## src/rtl/bju_resolve_pipe_if.sv

```systemverilog
// bju_resolve_pipe_if: issue, result and predictor-update bundle for the branch resolution unit
// Ports (slave side = bju_resolve_pipe):
//   in : flush, in_valid, src1, src2, imm, pc, cx_type, is_unsigned, predict_taken, predict_target, upd_ready
//   out: in_ready, out_valid, dest, redirect_valid, redirect_target,
//        upd_valid, upd_index, upd_slot, upd_inc, upd_dec, upd_btb_we, upd_btb_wmask, upd_btb_din
interface bju_resolve_pipe_if #(
   parameter int XLEN            = 64,
   parameter int PC_WIDTH        = 48,
   parameter int TGT_WIDTH       = 32,
   parameter int SLOTS           = 4,
   parameter int BHT_INDEX_WIDTH = 9
);
   localparam int SLOT_W = $clog2(SLOTS);
   localparam int BW     = 1 + SLOTS * TGT_WIDTH;
   logic                       flush;
   logic                       in_valid;
   logic                       in_ready;
   logic [XLEN-1:0]            src1;
   logic [XLEN-1:0]            src2;
   logic [XLEN-1:0]            imm;
   logic [PC_WIDTH-1:0]        pc;
   logic [5:0]                 cx_type;
   logic                       is_unsigned;
   logic                       predict_taken;
   logic [TGT_WIDTH-1:0]       predict_target;
   logic                       out_valid;
   logic [XLEN-1:0]            dest;
   logic                       redirect_valid;
   logic [PC_WIDTH-1:0]        redirect_target;
   logic                       upd_valid;
   logic                       upd_ready;
   logic [BHT_INDEX_WIDTH-1:0] upd_index;
   logic [SLOT_W-1:0]          upd_slot;
   logic                       upd_inc;
   logic                       upd_dec;
   logic                       upd_btb_we;
   logic [BW-1:0]              upd_btb_wmask;
   logic [BW-1:0]              upd_btb_din;
   modport master (
      output flush, in_valid, src1, src2, imm, pc, cx_type, is_unsigned, predict_taken, predict_target, upd_ready,
      input  in_ready, out_valid, dest, redirect_valid, redirect_target,
             upd_valid, upd_index, upd_slot, upd_inc, upd_dec, upd_btb_we, upd_btb_wmask, upd_btb_din
   );
   modport slave (
      input  flush, in_valid, src1, src2, imm, pc, cx_type, is_unsigned, predict_taken, predict_target, upd_ready,
      output in_ready, out_valid, dest, redirect_valid, redirect_target,
             upd_valid, upd_index, upd_slot, upd_inc, upd_dec, upd_btb_we, upd_btb_wmask, upd_btb_din
   );
endinterface

```

## src/rtl/bju_resolve_pipe.sv

```systemverilog
// bju_resolve_pipe: registered branch/jump resolution with a queued predictor-training stream
// Ports:
//   clk_i  clock
//   rst_i  asynchronous active-high reset
//   io     bju_resolve_pipe_if.slave: issue operands/prediction in, registered redirect/link out,
//          BHT/BTB update FIFO head out over upd_valid/upd_ready
module bju_resolve_pipe #(
   parameter int XLEN            = 64,
   parameter int PC_WIDTH        = 48,
   parameter int TGT_WIDTH       = 32,
   parameter int SLOTS           = 4,
   parameter int BHT_INDEX_WIDTH = 9,
   parameter int UPD_DEPTH       = 4
) (
   input logic             clk_i,
   input logic             rst_i,
   bju_resolve_pipe_if.slave io
);
   localparam int SLOT_W = $clog2(SLOTS);
   localparam int PW     = $clog2(UPD_DEPTH);
   localparam int CW     = $clog2(UPD_DEPTH + 1);
   localparam int BW     = 1 + SLOTS * TGT_WIDTH;
   localparam int EW     = BHT_INDEX_WIDTH + SLOT_W + 2 + TGT_WIDTH;
   logic                 eq, lt, taken, tgt_ok, mispred, rdy, accept, upd_vld, pop;
   logic [PC_WIDTH-1:0]  tgt, pc4;
   logic [EW-1:0]        entry_d;
   logic                 out_valid_q, out_valid_d, redir_valid_q, redir_valid_d;
   logic [XLEN-1:0]      dest_q, dest_d;
   logic [PC_WIDTH-1:0]  redir_tgt_q, redir_tgt_d;
   logic [EW-1:0]        mem_q [UPD_DEPTH];
   logic [PW-1:0]        head_q, head_d, tail_q, tail_d;
   logic [CW-1:0]        count_q, count_d;
   logic [BHT_INDEX_WIDTH-1:0] h_idx;
   logic [SLOT_W-1:0]    h_slot;
   logic                 h_inc, h_we;
   logic [TGT_WIDTH-1:0] h_tgt;
   always_comb begin
      eq      = io.src1 == io.src2;
      lt      = io.is_unsigned ? (io.src1 < io.src2) : ($signed(io.src1) < $signed(io.src2));
      taken   = io.cx_type[0] | io.cx_type[1] | (io.cx_type[2] & eq) | (io.cx_type[3] & ~eq)
                | (io.cx_type[4] & lt) | (io.cx_type[5] & ~lt);
      // JALR drops bit 0 of the register-relative sum; everything else is pc-relative
      tgt     = io.cx_type[1] ? (PC_WIDTH'(io.src1 + io.imm) & ~PC_WIDTH'(1)) : io.pc + PC_WIDTH'(io.imm);
      pc4     = io.pc + PC_WIDTH'(4);
      tgt_ok  = tgt[TGT_WIDTH-1:0] == io.predict_target;
      mispred = taken ? (~io.predict_taken | ~tgt_ok) : io.predict_taken;
      rdy     = count_q < CW'(UPD_DEPTH);
      accept  = io.in_valid & rdy & ~io.flush;
      upd_vld = count_q != '0;
      pop     = upd_vld & io.upd_ready;
      // a taken mispredict is the only case that needs the BTB rewritten
      entry_d = {io.pc[BHT_INDEX_WIDTH+SLOT_W+1:SLOT_W+2], io.pc[SLOT_W+1:2], taken, taken & mispred, tgt[TGT_WIDTH-1:0]};
      out_valid_d   = accept;
      dest_d        = accept ? XLEN'(pc4) : '0;
      redir_valid_d = accept & mispred;
      redir_tgt_d   = (accept & mispred) ? (taken ? tgt : pc4) : '0;
      head_d  = pop ? head_q + PW'(1) : head_q;
      tail_d  = accept ? tail_q + PW'(1) : tail_q;
      count_d = count_q + CW'(accept) - CW'(pop);
   end
   always_ff @(posedge clk_i or posedge rst_i) begin
      if (rst_i) begin
         out_valid_q   <= 1'b0;
         redir_valid_q <= 1'b0;
         dest_q        <= '0;
         redir_tgt_q   <= '0;
         head_q        <= '0;
         tail_q        <= '0;
         count_q       <= '0;
      end else begin
         out_valid_q   <= out_valid_d;
         redir_valid_q <= redir_valid_d;
         dest_q        <= dest_d;
         redir_tgt_q   <= redir_tgt_d;
         head_q        <= head_d;
         tail_q        <= tail_d;
         count_q       <= count_d;
      end
   end
   // storage needs no reset: every read is qualified by count
   always_ff @(posedge clk_i)
      if (accept) mem_q[tail_q] <= entry_d;
   assign {h_idx, h_slot, h_inc, h_we, h_tgt} = mem_q[head_q];
   assign io.in_ready        = rdy;
   assign io.out_valid       = out_valid_q;
   assign io.dest            = dest_q;
   assign io.redirect_valid  = redir_valid_q;
   assign io.redirect_target = redir_tgt_q;
   assign io.upd_valid       = upd_vld;
   assign io.upd_index       = upd_vld ? h_idx : '0;
   assign io.upd_slot        = upd_vld ? h_slot : '0;
   assign io.upd_inc         = upd_vld & h_inc;
   assign io.upd_dec         = upd_vld & ~h_inc;
   assign io.upd_btb_we      = upd_vld & h_we;
   assign io.upd_btb_wmask   = upd_vld ? ({1'b1, {(BW-1){1'b0}}}
                               | ({{(BW-TGT_WIDTH){1'b0}}, {TGT_WIDTH{1'b1}}} << (int'(h_slot) * TGT_WIDTH))) : '0;
   assign io.upd_btb_din     = upd_vld ? ({1'b1, {(BW-1){1'b0}}}
                               | ({{(BW-TGT_WIDTH){1'b0}}, h_tgt} << (int'(h_slot) * TGT_WIDTH))) : '0;
endmodule

```

## src/flat_wrapper.sv

```systemverilog
// flat-port wrapper written by rule: the top's interface ports become plain ports
module bju_resolve_pipe_flat 
#(
   parameter int XLEN            = 64,
   parameter int PC_WIDTH        = 48,
   parameter int TGT_WIDTH       = 32,
   parameter int SLOTS           = 4,
   parameter int BHT_INDEX_WIDTH = 9,
   parameter int UPD_DEPTH       = 4
)
  (clk_i, rst_i, io_flush, io_in_valid, io_src1, io_src2, io_imm, io_pc, io_cx_type, io_is_unsigned, io_predict_taken, io_predict_target, io_upd_ready, io_in_ready, io_out_valid, io_dest, io_redirect_valid, io_redirect_target, io_upd_valid, io_upd_index, io_upd_slot, io_upd_inc, io_upd_dec, io_upd_btb_we, io_upd_btb_wmask, io_upd_btb_din);
  bju_resolve_pipe_if #(.XLEN(XLEN), .PC_WIDTH(PC_WIDTH), .TGT_WIDTH(TGT_WIDTH), .SLOTS(SLOTS), .BHT_INDEX_WIDTH(BHT_INDEX_WIDTH)) io_i ();
  input logic clk_i;
  input logic rst_i;
  input wire logic [$bits(io_i.flush)-1:0] io_flush;
  input wire logic [$bits(io_i.in_valid)-1:0] io_in_valid;
  input wire logic [$bits(io_i.src1)-1:0] io_src1;
  input wire logic [$bits(io_i.src2)-1:0] io_src2;
  input wire logic [$bits(io_i.imm)-1:0] io_imm;
  input wire logic [$bits(io_i.pc)-1:0] io_pc;
  input wire logic [$bits(io_i.cx_type)-1:0] io_cx_type;
  input wire logic [$bits(io_i.is_unsigned)-1:0] io_is_unsigned;
  input wire logic [$bits(io_i.predict_taken)-1:0] io_predict_taken;
  input wire logic [$bits(io_i.predict_target)-1:0] io_predict_target;
  input wire logic [$bits(io_i.upd_ready)-1:0] io_upd_ready;
  output wire logic [$bits(io_i.in_ready)-1:0] io_in_ready;
  output wire logic [$bits(io_i.out_valid)-1:0] io_out_valid;
  output wire logic [$bits(io_i.dest)-1:0] io_dest;
  output wire logic [$bits(io_i.redirect_valid)-1:0] io_redirect_valid;
  output wire logic [$bits(io_i.redirect_target)-1:0] io_redirect_target;
  output wire logic [$bits(io_i.upd_valid)-1:0] io_upd_valid;
  output wire logic [$bits(io_i.upd_index)-1:0] io_upd_index;
  output wire logic [$bits(io_i.upd_slot)-1:0] io_upd_slot;
  output wire logic [$bits(io_i.upd_inc)-1:0] io_upd_inc;
  output wire logic [$bits(io_i.upd_dec)-1:0] io_upd_dec;
  output wire logic [$bits(io_i.upd_btb_we)-1:0] io_upd_btb_we;
  output wire logic [$bits(io_i.upd_btb_wmask)-1:0] io_upd_btb_wmask;
  output wire logic [$bits(io_i.upd_btb_din)-1:0] io_upd_btb_din;
  assign io_i.flush = io_flush;
  assign io_i.in_valid = io_in_valid;
  assign io_i.src1 = io_src1;
  assign io_i.src2 = io_src2;
  assign io_i.imm = io_imm;
  assign io_i.pc = io_pc;
  assign io_i.cx_type = io_cx_type;
  assign io_i.is_unsigned = io_is_unsigned;
  assign io_i.predict_taken = io_predict_taken;
  assign io_i.predict_target = io_predict_target;
  assign io_i.upd_ready = io_upd_ready;
  assign io_in_ready = io_i.in_ready;
  assign io_out_valid = io_i.out_valid;
  assign io_dest = io_i.dest;
  assign io_redirect_valid = io_i.redirect_valid;
  assign io_redirect_target = io_i.redirect_target;
  assign io_upd_valid = io_i.upd_valid;
  assign io_upd_index = io_i.upd_index;
  assign io_upd_slot = io_i.upd_slot;
  assign io_upd_inc = io_i.upd_inc;
  assign io_upd_dec = io_i.upd_dec;
  assign io_upd_btb_we = io_i.upd_btb_we;
  assign io_upd_btb_wmask = io_i.upd_btb_wmask;
  assign io_upd_btb_din = io_i.upd_btb_din;
  bju_resolve_pipe #(.XLEN(XLEN), .PC_WIDTH(PC_WIDTH), .TGT_WIDTH(TGT_WIDTH), .SLOTS(SLOTS), .BHT_INDEX_WIDTH(BHT_INDEX_WIDTH), .UPD_DEPTH(UPD_DEPTH)) u_core (.clk_i(clk_i), .rst_i(rst_i), .io(io_i));
endmodule
```

## config.mk

```make
export PLATFORM = sky130hd
export DESIGN_NAME = bju_resolve_pipe_flat
export DESIGN_NICKNAME = d
export VERILOG_FILES = /design/src/rtl/bju_resolve_pipe_if.sv /design/src/rtl/bju_resolve_pipe.sv /design/src/flat_wrapper.sv
export SDC_FILE = /design/constraint.sdc
export NUM_CORES = 1
export LEC_CHECK = 0
export CORE_AREA = 2 2 263 265
export DETAILED_ROUTE_END_ITERATION = 8
export DIE_AREA = 0 0 265 267
export PLACE_DENSITY = 0.61
export SLEW_MARGIN = 30
export SYNTH_ARGS = -nofsm -noshare
export SYNTH_HDL_FRONTEND = slang
export SYNTH_SLANG_ARGS = --single-unit
```

## constraint.sdc

```tcl
create_clock -name clk_i -period 4.4 [get_ports clk_i]
set_input_delay 0.88 -clock clk_i [delete_from_list [all_inputs] [get_ports clk_i]]
set_output_delay 0.88 -clock clk_i [all_outputs]
set_load 0.02 [all_outputs]
```

==> flow_summary.json, run 1 <==
{
  "ctsLongestPathBuffers": 3,
  "dpl_cell_area_sq_um": 31600,
  "final_area_sq_um": 33900,
  "grt_start_max_net_pins": 106,
  "drtIter0Drc": 1520,
  "worst-r2r-setup-slack_ns": 1.65,
  "outcome": "finished, violations left",
  "num_rows": 96,
  "critPathLaunchType": "input pin",
  "crit_fanout": 7,
  "crit_start": "io_src1[3]",
  "relSlewSlack_pct": 47.8,
  "boundaryPins": 673,
  "synth_edf_count": 180,
  "layout.nets": 3640,
  "track_usage_pct": 23.6,
  "cap_violations": 0,
  "drv_slew": 0,
  "violations": "negative setup slack",
  "firstDrtPassIters": 5,
  "hold_class": "reg -> reg",
  "async_flop_share_pct": 36.8,
  "synth_top_area_share_pct": 25.3,
  "crit_path_end_kind": "register",
  "crit_required_ns": 4.83,
  "filler_cell_count": 6189,
  "routed_via_density": 5.03,
  "ys_seq_elements": 285,
  "core_area_sq_um": 68000,
  "drc": 0,
  "slowest_delay_ns": 0.50,
  "synth_top_cell_by_area": "edfxtp_1",
  "worstSetupEndpoint": "u_core.io.redirect_target[23]",
  "finalClockSkew_ns": 0.0178,
  "clkSinkCount": 285,
  "yosysSeqAreaShare_pct": 37.6,
  "p_total_mw": 15.3,
  "yosys_warnings": 0,
  "grt_pass1_wl_microns": 127000,
  "period_share_pct": 100,
  "critical-path-slowest-cell": "or4_4",
  "syn_inst": 2209,
  "tightest_slew_ns": 0.775,
  "initial_core_util_pct": 31.4,
  "critical_path_class": "in -> reg",
  "io_buffers": 640,
  "dieArea_sq_um": 70800,
  "drive_gt1_share_pct": 27.2,
  "setup_slack_ns": -0.0132,
  "dp_slack_ns": -1.20,
  "path_clk_slew_ns": 0.07,
  "cts_tree": "yes",
  "fmax_mhz": 227,
  "period_needed_ns": 4.41,
  "first_global_vias": 20500,
  "finalHoldViolCount": 0,
  "postRouteAntennaNets": 0,
  "ir_drop_v": 0.000365,
  "via_count": 20600,
  "p_leak_nw": 14.2,
  "die_w_microns": 265,
  "worstReg2RegStart": "u_core.count_q[1]",
  "synth_area_per_cell_sq_um": 9.68,
  "gp_congestion": 0.943,
  "htreeDepth": 1,
  "worstSkewPairLatency_ns": 0.56,
  "synth_cell_types": 85,
  "cts-root-buf": "clkbuf_16",
  "syn_to_final_growth_pct": 58.7,
  "cts_buffers": 26,
  "antenna_found_initial": 18,
  "dp_hpwl_microns": 71000,
  "overflow": 0,
  "synth_area_leaders": "edfxtp_1 25%, dfrtp_1 12%, ha_1 9.6%",
  "finalSetupViolations": 6,
  "layout.area.seq_sq_um": 8040,
  "drt_wl_total_microns": 87500,
  "r2r-end": "u_core.count_q[2]",
  "reg2reg_depth": 12,
  "path_cells": "dlygate4sd2_1 -> ha_4 -> o21ai_1 -> a22oi_2 -> a21oi_1 -> mux2_2 -> and3_1 -> or4_4 -> a2111o_1 -> nor4_2 -> o2111ai_1 -> or4_4 -> nor4_4 -> buf_12 -> buf_8 -> buf_12 -> nor3_4",
  "power-per-cell-area_nw_per_um2": 450,
  "routedWlPerCell_microns": 21.3,
  "rsz0062_at_grt": "true",
  "critPathArrivalTime_ns": 4.85,
  "multi_input_area_sq_um": 12900,
  "timing.hold.ws_ns": 0.537,
  "die_h_microns": 267,
  "synth_flop_cell": "edfxtp_1",
  "syn_area_sq_um": 21400
}
-- worst min-delay path by stage --
stage	startpoint	endpoint	slack (ns)	cells past startpoint
global placement	u_core.count_q[0]	u_core.count_q[0]	0.49	1
global route	u_core.count_q[0]	u_core.count_q[0]	0.56	1
floorplan	u_core.count_q[0]	u_core.count_q[0]	0.48	1
finish	u_core.count_q[0]	u_core.count_q[0]	0.54	1
detailed placement	u_core.count_q[1]	u_core.count_q[2]	0.52	1
CTS	u_core.count_q[0]	u_core.count_q[0]	0.54	1
-- per-layer routing --
layer	track usage [%]	share of wire, %
met1	30.2	42
met2	41.7	50
met5	0	0.015
met4	8.41	3.3
met3	1.85	4.6
-- state kept, by name (all words and copies together), names as in the netlist --
| signal | count |
|---|---|
| u_core.mem_q | 180 |
| u_core.head_q | 2 |
| u_core.tail_q | 2 |
| u_core.io.out_valid | 1 |
| u_core.io.redirect_target | 48 |
| u_core.count_q | 3 |
| u_core.io.dest | 48 |
| u_core.io.redirect_valid | 1 |
-- synthesized netlist by cell type, drive strengths merged (7+ instances only) --
library cell,n
a211o,11
mux2,7
dfrtp,105
nand4,29
and4,8
xnor2,67
and3,52
xor2,82
edfxtp,180
nand3,57
nor2b,13
or4,9
buf,163
and2,126
ha,164
nand2b,12
mux2i,22
nor4,10
nand2,130
mux4,45
o211ai,14
nor2,165
o21ai,91
o31ai,11
nor3,65
clkbuf,65
a21oi,154
a21o,47
or3,15
a31oi,14
a2111oi,9
o31a,8
inv,121
a211oi,18
o21a,18
o21bai,8
-- report_power, final --
part | total (mW) | internal [mW] | switching (mW)
clock | 2.40 | 1.39 | 1.02
combinational | 9.56 | 4.50 | 5.06
sequential | 3.29 | 3.17 | 0.124
total | 15.3 | 9.06 | 6.20
-- cell families after synthesis --
group,Yosys count,synth area share [%]
xor+xnor,149,6.10
mux,74,6.14
flops,285,37.6
other cells,1,0.0175
simple gates,713,17.2
fa+ha+maj,167,9.88
buf+inv,350,8.86
compound gates,470,14.3
-- worst max-delay path: cells and delay by family --
family          cells  cell delay, ns
compound gates      5            0.94
fa+ha+maj           1            0.30
mux                 1            0.30
simple gates        6            1.67
buf+inv             4            0.74
-- metrics by stage --
step	std cells	util, %	setup TNS, ns
floorplan	2224	-	-5.65
global placement	3988	46.4	-64.78
detailed placement	3988	46.4	-66.64
CTS	4084	49.4	-0.000370
global route	4102	49.9	-4.64
finish	4102	49.9	-0.0444
-- cell type report --
type | count | share of cell area [%]
clock inverter | 15 | 0.608
antenna | 12 | 0.0885
tap | 882 | 3.25
inverter | 122 | 1.36
multi-input combinational | 1589 | 38.0
sequential | 285 | 23.7
timing repair buffer | 1164 | 31.0
clock buffer | 33 | 2.09
-- placed cells by master, fill, tap and decap left out, types with 79 or more instances in the layout --
cell               n
dfrtp_1          103
ha_1             123
nor2_1           161
and2_1           121
edfxtp_1         180
a21oi_1          136
buf_4            499
xor2_1            79
inv_1            117
clkdlybuf4s50_1  561
nand2_1          128
-- timing repair --
action                                  CTS  global route
hold buffers                              0             0
hold endpoints to repair                  0             0
cloned                                    2             2
buffers inserted                         47             7
gates resized for setup                 287            84
pin swaps                                53            28
endpoints found under the setup margin   53            55
Power figures use the tool's default switching activity.
==> run 2: changes to the inputs <==
- PLACE_DENSITY: 0.61 -> unset
- PLACE_DENSITY_LB_ADDON: unset -> 0.2
- TNS_END_PERCENT: unset -> 30
==> run 2 against run 1 <==
Against the previous run:
- the run still ends with negative setup slack left
- via count down 1.4%
- global-route usage down 0.15 points
- count of clock-buffer cells in the layout up 3
- highest routed layer is now met4
==> flow_summary.json, run 2 (same netlist as run 1, synthesis figures left out) <==
{
  "initial_core_util_pct": 31.4,
  "top_register": "u_core.mem_q",
  "grt_pass1_wl_microns": 126000,
  "critPathLaunchType": "input pin",
  "dieArea_sq_um": 70800,
  "first_global_vias": 20000,
  "drive_gt1_share_pct": 26.1,
  "final_cell_mix": "564 x clkdlybuf4s50_1, 475 x buf_4, 180 x edfxtp_1",
  "place_inst": 3987,
  "dp_hpwl_microns": 71600,
  "firstDrtPassIters": 5,
  "setup_slack_ns": -0.00611,
  "cts_buffers": 25,
  "cts-root-buf": "clkbuf_16",
  "finalCoreUtilization_pct": 49.1,
  "worstSkewPairLatency_ns": 0.54,
  "syn_to_final_growth_pct": 56.1,
  "filler_cell_count": 6225,
  "drc": 0,
  "crit_path_end_kind": "register",
  "grt_start_max_net_pins": 72,
  "ir_drop_v": 0.000412,
  "htreeDepth": 1,
  "antenna_found_initial": 6,
  "finalClockSkew_ns": 0.00897,
  "crit_required_ns": 4.82,
  "ctsLongestPathBuffers": 3,
  "p_total_mw": 14.8,
  "fin_cells": 4071,
  "routedWlPerCell_microns": 21.2,
  "path_clk_slew_ns": 0.06,
  "postRouteAntennaNets": 0,
  "p_leak_nw": 14.0,
  "layout_commonest_cell": "clkdlybuf4s50_1",
  "cap_violations": 0,
  "relSlewSlack_pct": 49.6,
  "tightest_slew_ns": 0.756,
  "violations": "negative setup slack",
  "overflow": 0,
  "die_w_microns": 265,
  "outcome": "finished, violations left",
  "finalHoldViolCount": 0,
  "period_needed_ns": 4.41,
  "p_int_mw": 8.77,
  "finalSetupViolations": 3,
  "power-per-cell-area_nw_per_um2": 445,
  "critPathArrivalTime_ns": 4.82,
  "clkSinkCount": 285,
  "switching_share_pct": 40.9,
  "pwr-share-seq_pct": 22.3,
  "hold_class": "reg -> reg",
  "critical_path_class": "in -> reg",
  "track_usage_pct": 23.4,
  "largest_reg_flops": 180,
  "combPwrFrac_pct": 63.0,
  "switching_power_mw": 6.07,
  "finalSetupTns_ns": -0.00990,
  "core_area_sq_um": 68000,
  "drtIter0Drc": 1183,
  "boundaryPins": 673,
  "crit_fanout": 7,
  "dp_slack_ns": -1.20,
  "gp_congestion": 0.905,
  "drv_slew": 0,
  "routed_via_density": 5.00,
  "cts_tree": "yes",
  "die_h_microns": 267,
  "drt_wl_total_microns": 86300,
  "period_share_pct": 100,
  "io_buffers": 640,
  "fmax_mhz": 227,
  "rsz0062_at_grt": "true",
  "num_rows": 96,
  "via_count": 20300,
  "pwr-share-clk_pct": 14.6,
  "layout.nets": 3615
}
-- run 2: changes by cell type in the layout (fill, tap and decap cells not counted), moves of 5 or more --
cell,delta
o21ai_0,+5
nor3_1,+26
nor3_2,-16
diode_2,-5
nor3_4,-10
clkdlybuf4s15_2,-19
o21ai_1,-5
dlygate4sd2_1,-13
clkbuf_2,+32
buf_4,-24
-- run 2: metrics by stage --
stage	hold slack [ns]	cell area (sq um)
3_5_place_dp	0.528	31400
2_1_floorplan	0.479	21600
4_1_cts	0.542	33200
5_1_grt	0.579	33400
6_report	0.569	33400
3_3_place_gp	0.487	31400
-- run 2: cell type report --
class	count	area (sq um)	share of cell area (%)
Inverter	122	465	1.39
Multi-Input combinational cell	1589	12700	38.1
Tap cell	882	1100	3.31
Clock inverter	10	90.1	0.270
Timing Repair Buffer	1140	10200	30.6
Antenna cell	7	17.5	0.0525
Clock buffer	36	731	2.19
Sequential cell	285	8040	24.1
-- run 2: layer usage --
metal | wire length, microns | up-vias | track usage [%] | part of all wire, %
met1 | 36500 | 9825 | 30.4 | 42
met2 | 43200 | 664 | 42.0 | 50
li1 | - | 9763 | - | -
met4 | 2230 | 0 | 6.25 | 2.6
met3 | 4310 | 83 | 1.75 | 5.0
met5 | 0 | - | 0 | 0
-- run 2: critical path, cell delays in order --
cell and delay (ns):
buf_6 0.09, inv_4 0.03, buf_4 0.12, fa_2 0.39
buf_4 0.14, xor2_1 0.14, mux2i_2 0.22, xor2_1 0.11
nor3_2 0.22, o21ai_1 0.09, or4_1 0.42, a2111o_1 0.45
nor4_2 0.16, o2111ai_1 0.15, or4_4 0.46, nor4_4 0.15
buf_6 0.14, buf_12 0.13, buf_12 0.13, clkbuf_16 0.13
nor3_1 0.05
-- run 2: worst paths after layout --
| kind | startpoint | to | slack (ns) | cells after the start |
|---|---|---|---|---|
| max | io_imm[1] | u_core.io.redirect_target[38] | -0.006 | 21 |
| min | u_core.count_q[0] | u_core.count_q[0] | 0.57 | 1 |
| max reg2reg | u_core.count_q[2] | u_core.count_q[2] | 1.51 | 11 |
| min reg2reg | u_core.count_q[0] | u_core.count_q[0] | 0.57 | 1 |
| max in group asynchronous | rst_i | u_core.io.dest[2] | 2.93 | 3 |
| min in group asynchronous | rst_i | u_core.io.dest[45] | 0.82 | 2 |
-- run 2: repair_timing --
item / 4_1_cts / 5_1_grt
hold buffers: 0 / 0
buffers inserted: 23 / 8
gates cloned: 2 / 1
resized for setup: 225 / 162
endpoints found under the setup margin: 71 / 117
pin swaps: 55 / 57
-- run 2: power groups by stage --
stage	sequential [mW]	clock, mW	combinational [mW]
floorplan	3.39	0	5.45
global placement	3.35	0	9.17
CTS	3.31	2.22	9.38
global route	3.33	2.32	9.94
finish	3.31	2.17	9.36
detailed placement	3.36	0	9.23
==> run 3: changes to the inputs <==
- CORE_AREA: 2 2 263 265 -> 5 5 258 260
- DIE_AREA: 0 0 265 267 -> 0 0 263 265
==> run 3 against run 2 <==
Against the previous run:
- the run still ends with negative setup slack left
- fmax fell by 1.2%
- cell area rose by 1.4%
- final cell count rose by 0.39%
- non-clock buffer count rose by 41
- largest power group unchanged
==> flow_summary.json, run 3 (same netlist as run 1, synthesis figures left out) <==
{
  "outcome": "finished, violations left",
  "violations": "negative setup slack",
  "period_needed_ns": 4.46,
  "period_share_pct": 101,
  "core_area_sq_um": 63900,
  "firstDrtPassIters": 7,
  "grt_pass1_wl_microns": 128000,
  "critical-path-slowest-cell": "or4_4",
  "layout.area.seq_sq_um": 8040,
  "via_count": 20600,
  "power-per-cell-area_nw_per_um2": 443,
  "min_to": "u_core.count_q[0]",
  "layout_commonest_cell": "clkdlybuf4s50_1",
  "final_cell_mix": "564 x clkdlybuf4s50_1, 509 x buf_4, 180 x edfxtp_1",
  "met3_usage_pct": 2.68,
  "crit_path_end_kind": "register",
  "htreeDepth": 1,
  "drv_slew": 0,
  "combPwrFrac_pct": 63.1,
  "routed_via_density": 5.05,
  "cts_tree": "yes",
  "pwr-share-seq_pct": 22.0,
  "syn_to_final_growth_pct": 58.3,
  "routedWlPerCell_microns": 21.4,
  "finalHoldViolCount": 0,
  "tightest_slew_ns": 0.817,
  "timing.hold.ws_ns": 0.517,
  "drt_wl_total_microns": 87400,
  "p_int_mw": 8.87,
  "reg2reg_depth": 11,
  "die_w_microns": 263,
  "worstReg2RegStart": "u_core.count_q[1]",
  "grt.met2_usage_pct": 42.2,
  "clkSinkCount": 285,
  "crit_start": "io_imm[2]",
  "cts_buffers": 25,
  "rsz0062_at_grt": "true",
  "cts-root-buf": "clkbuf_16",
  "grt_start_max_net_pins": 106,
  "cap_violations": 0,
  "postRouteAntennaNets": 0,
  "drtIter0Drc": 1234,
  "setup_slack_ns": -0.0607,
  "multi_input_area_sq_um": 12800,
  "filler_cell_count": 5731,
  "num_rows": 93,
  "ir_drop_v": 0.000289,
  "drive_gt1_share_pct": 26.6,
  "pwr-share-clk_pct": 14.9,
  "p_leak_nw": 14.3,
  "finalClockSkew_ns": 0.0176,
  "gp_congestion": 0.943,
  "antenna_found_initial": 11,
  "min_from": "u_core.count_q[0]",
  "first_global_vias": 20800,
  "grt.busiest_layer": "met2",
  "crit_fanout": 5,
  "p_total_mw": 15.0,
  "grtUsageMet1_pct": 30.0,
  "hold_depth": 1,
  "layout.nets": 3656,
  "dieArea_sq_um": 69700,
  "path_cells": "clkdlybuf4s15_1 -> buf_6 -> ha_4 -> nor2b_2 -> o31a_1 -> o31ai_2 -> buf_4 -> a211oi_4 -> or4_4 -> and2_4 -> xnor2_4 -> a21oi_2 -> a211o_1 -> or4_4 -> nor4_4 -> buf_12 -> buf_12 -> clkbuf_16 -> nor3_1",
  "top_register": "u_core.mem_q",
  "overflow": 0,
  "worstSkewPairLatency_ns": 0.55,
  "initial_core_util_pct": 33.5,
  "track_usage_pct": 23.4,
  "worst-r2r-setup-slack_ns": 1.40,
  "relSlewSlack_pct": 44.9,
  "critPathLaunchType": "input pin",
  "hold_class": "reg -> reg",
  "finalSetupViolations": 40,
  "drc": 0,
  "die_h_microns": 265,
  "boundaryPins": 673,
  "dp_hpwl_microns": 72300,
  "io_buffers": 640,
  "critPathArrivalTime_ns": 4.88,
  "ctsLongestPathBuffers": 3,
  "path_clk_slew_ns": 0.07,
  "critical_path_class": "in -> reg",
  "largest_reg_flops": 180,
  "switching_share_pct": 40.8,
  "slowest_delay_ns": 0.55,
  "dp_slack_ns": -1.39,
  "crit_required_ns": 4.82,
  "switching_power_mw": 6.11,
  "fmax_mhz": 224,
  "r2r-end": "u_core.count_q[2]",
  "finalSetupTns_ns": -1.08
}
run 3: cell count changes in the layout (fill, tap and decap cells not counted), moves of 5 or more:
cell / delta
clkbuf_2: -18
dlygate4sd2_1: +14
buf_4: +34
buf_6: +10
a21oi_1: +5
clkinv_2: +6
buf_2: -7
o21ai_0: -5
o21ai_1: +5
clkdlybuf4s15_2: +7
run 3: final cells by class:
class,count,area share [%]
antenna,9,0.0666
clock buffer,32,2.05
sequential,285,23.8
multi-input combinational,1589,37.7
timing repair buffer,1181,31.5
inverter,122,1.37
tap,855,3.16
clock inverter,14,0.422
run 3: power by group through the flow:
| stage | registers (mW) | logic (mW) | clock network, mW |
|---|---|---|---|
| final | 3.30 | 9.46 | 2.23 |
| after global routing | 3.33 | 10.0 | 2.37 |
| after floorplan | 3.39 | 5.45 | 0 |
| after global placement | 3.35 | 9.23 | 0 |
| after detailed placement | 3.36 | 9.29 | 0 |
| after CTS | 3.31 | 9.47 | 2.27 |
run 3: worst max path at each step:
stage | to | slack (ns)
final | u_core.io.redirect_target[34] | -0.06
after global routing | u_core.io.redirect_target[34] | -0.13
after CTS | u_core.io.redirect_target[45] | -0.01
after detailed placement | u_core.io.redirect_target[47] | -1.39
after global placement | u_core.io.redirect_target[47] | -1.47
after floorplan | u_core.mem_q[0][32] | -0.19
run 3: worst max-delay path: cells and delay by family:
family / cells / cell delay (ns)
AND/OR/NAND/NOR: 6 / 1.65
buffers and inverters: 6 / 0.98
adder cells (fa/ha/maj): 1 / 0.21
AO/OA/AOI/OAI: 5 / 0.98
XOR/XNOR: 1 / 0.17
run 3: timing repair:
item                       CTS  global route
cloned                       0             1
hold buffers                 0             0
setup endpoints to repair   53            55
pin swaps                   44            59
resized for setup          224           134
buffers inserted            30            11
run 3: metal layers:
layer  wire [microns]  part of all wire (%)  vias up
met5               13                 0.015        -
met4             2000                   2.3        2
met3             4350                   5.0       87
met2            43800                    50      648
met1            37200                    43    10100
li1                 -                     -     9837
run 3: stage by stage:
stage	area [sq um]	std cells	utilization [%]
global placement	31700	3990	49.6
detailed placement	31700	3990	49.6
global route	33800	4087	53.0
CTS	33400	4066	52.3
finish	33800	4087	53.0
floorplan	21600	2224	-
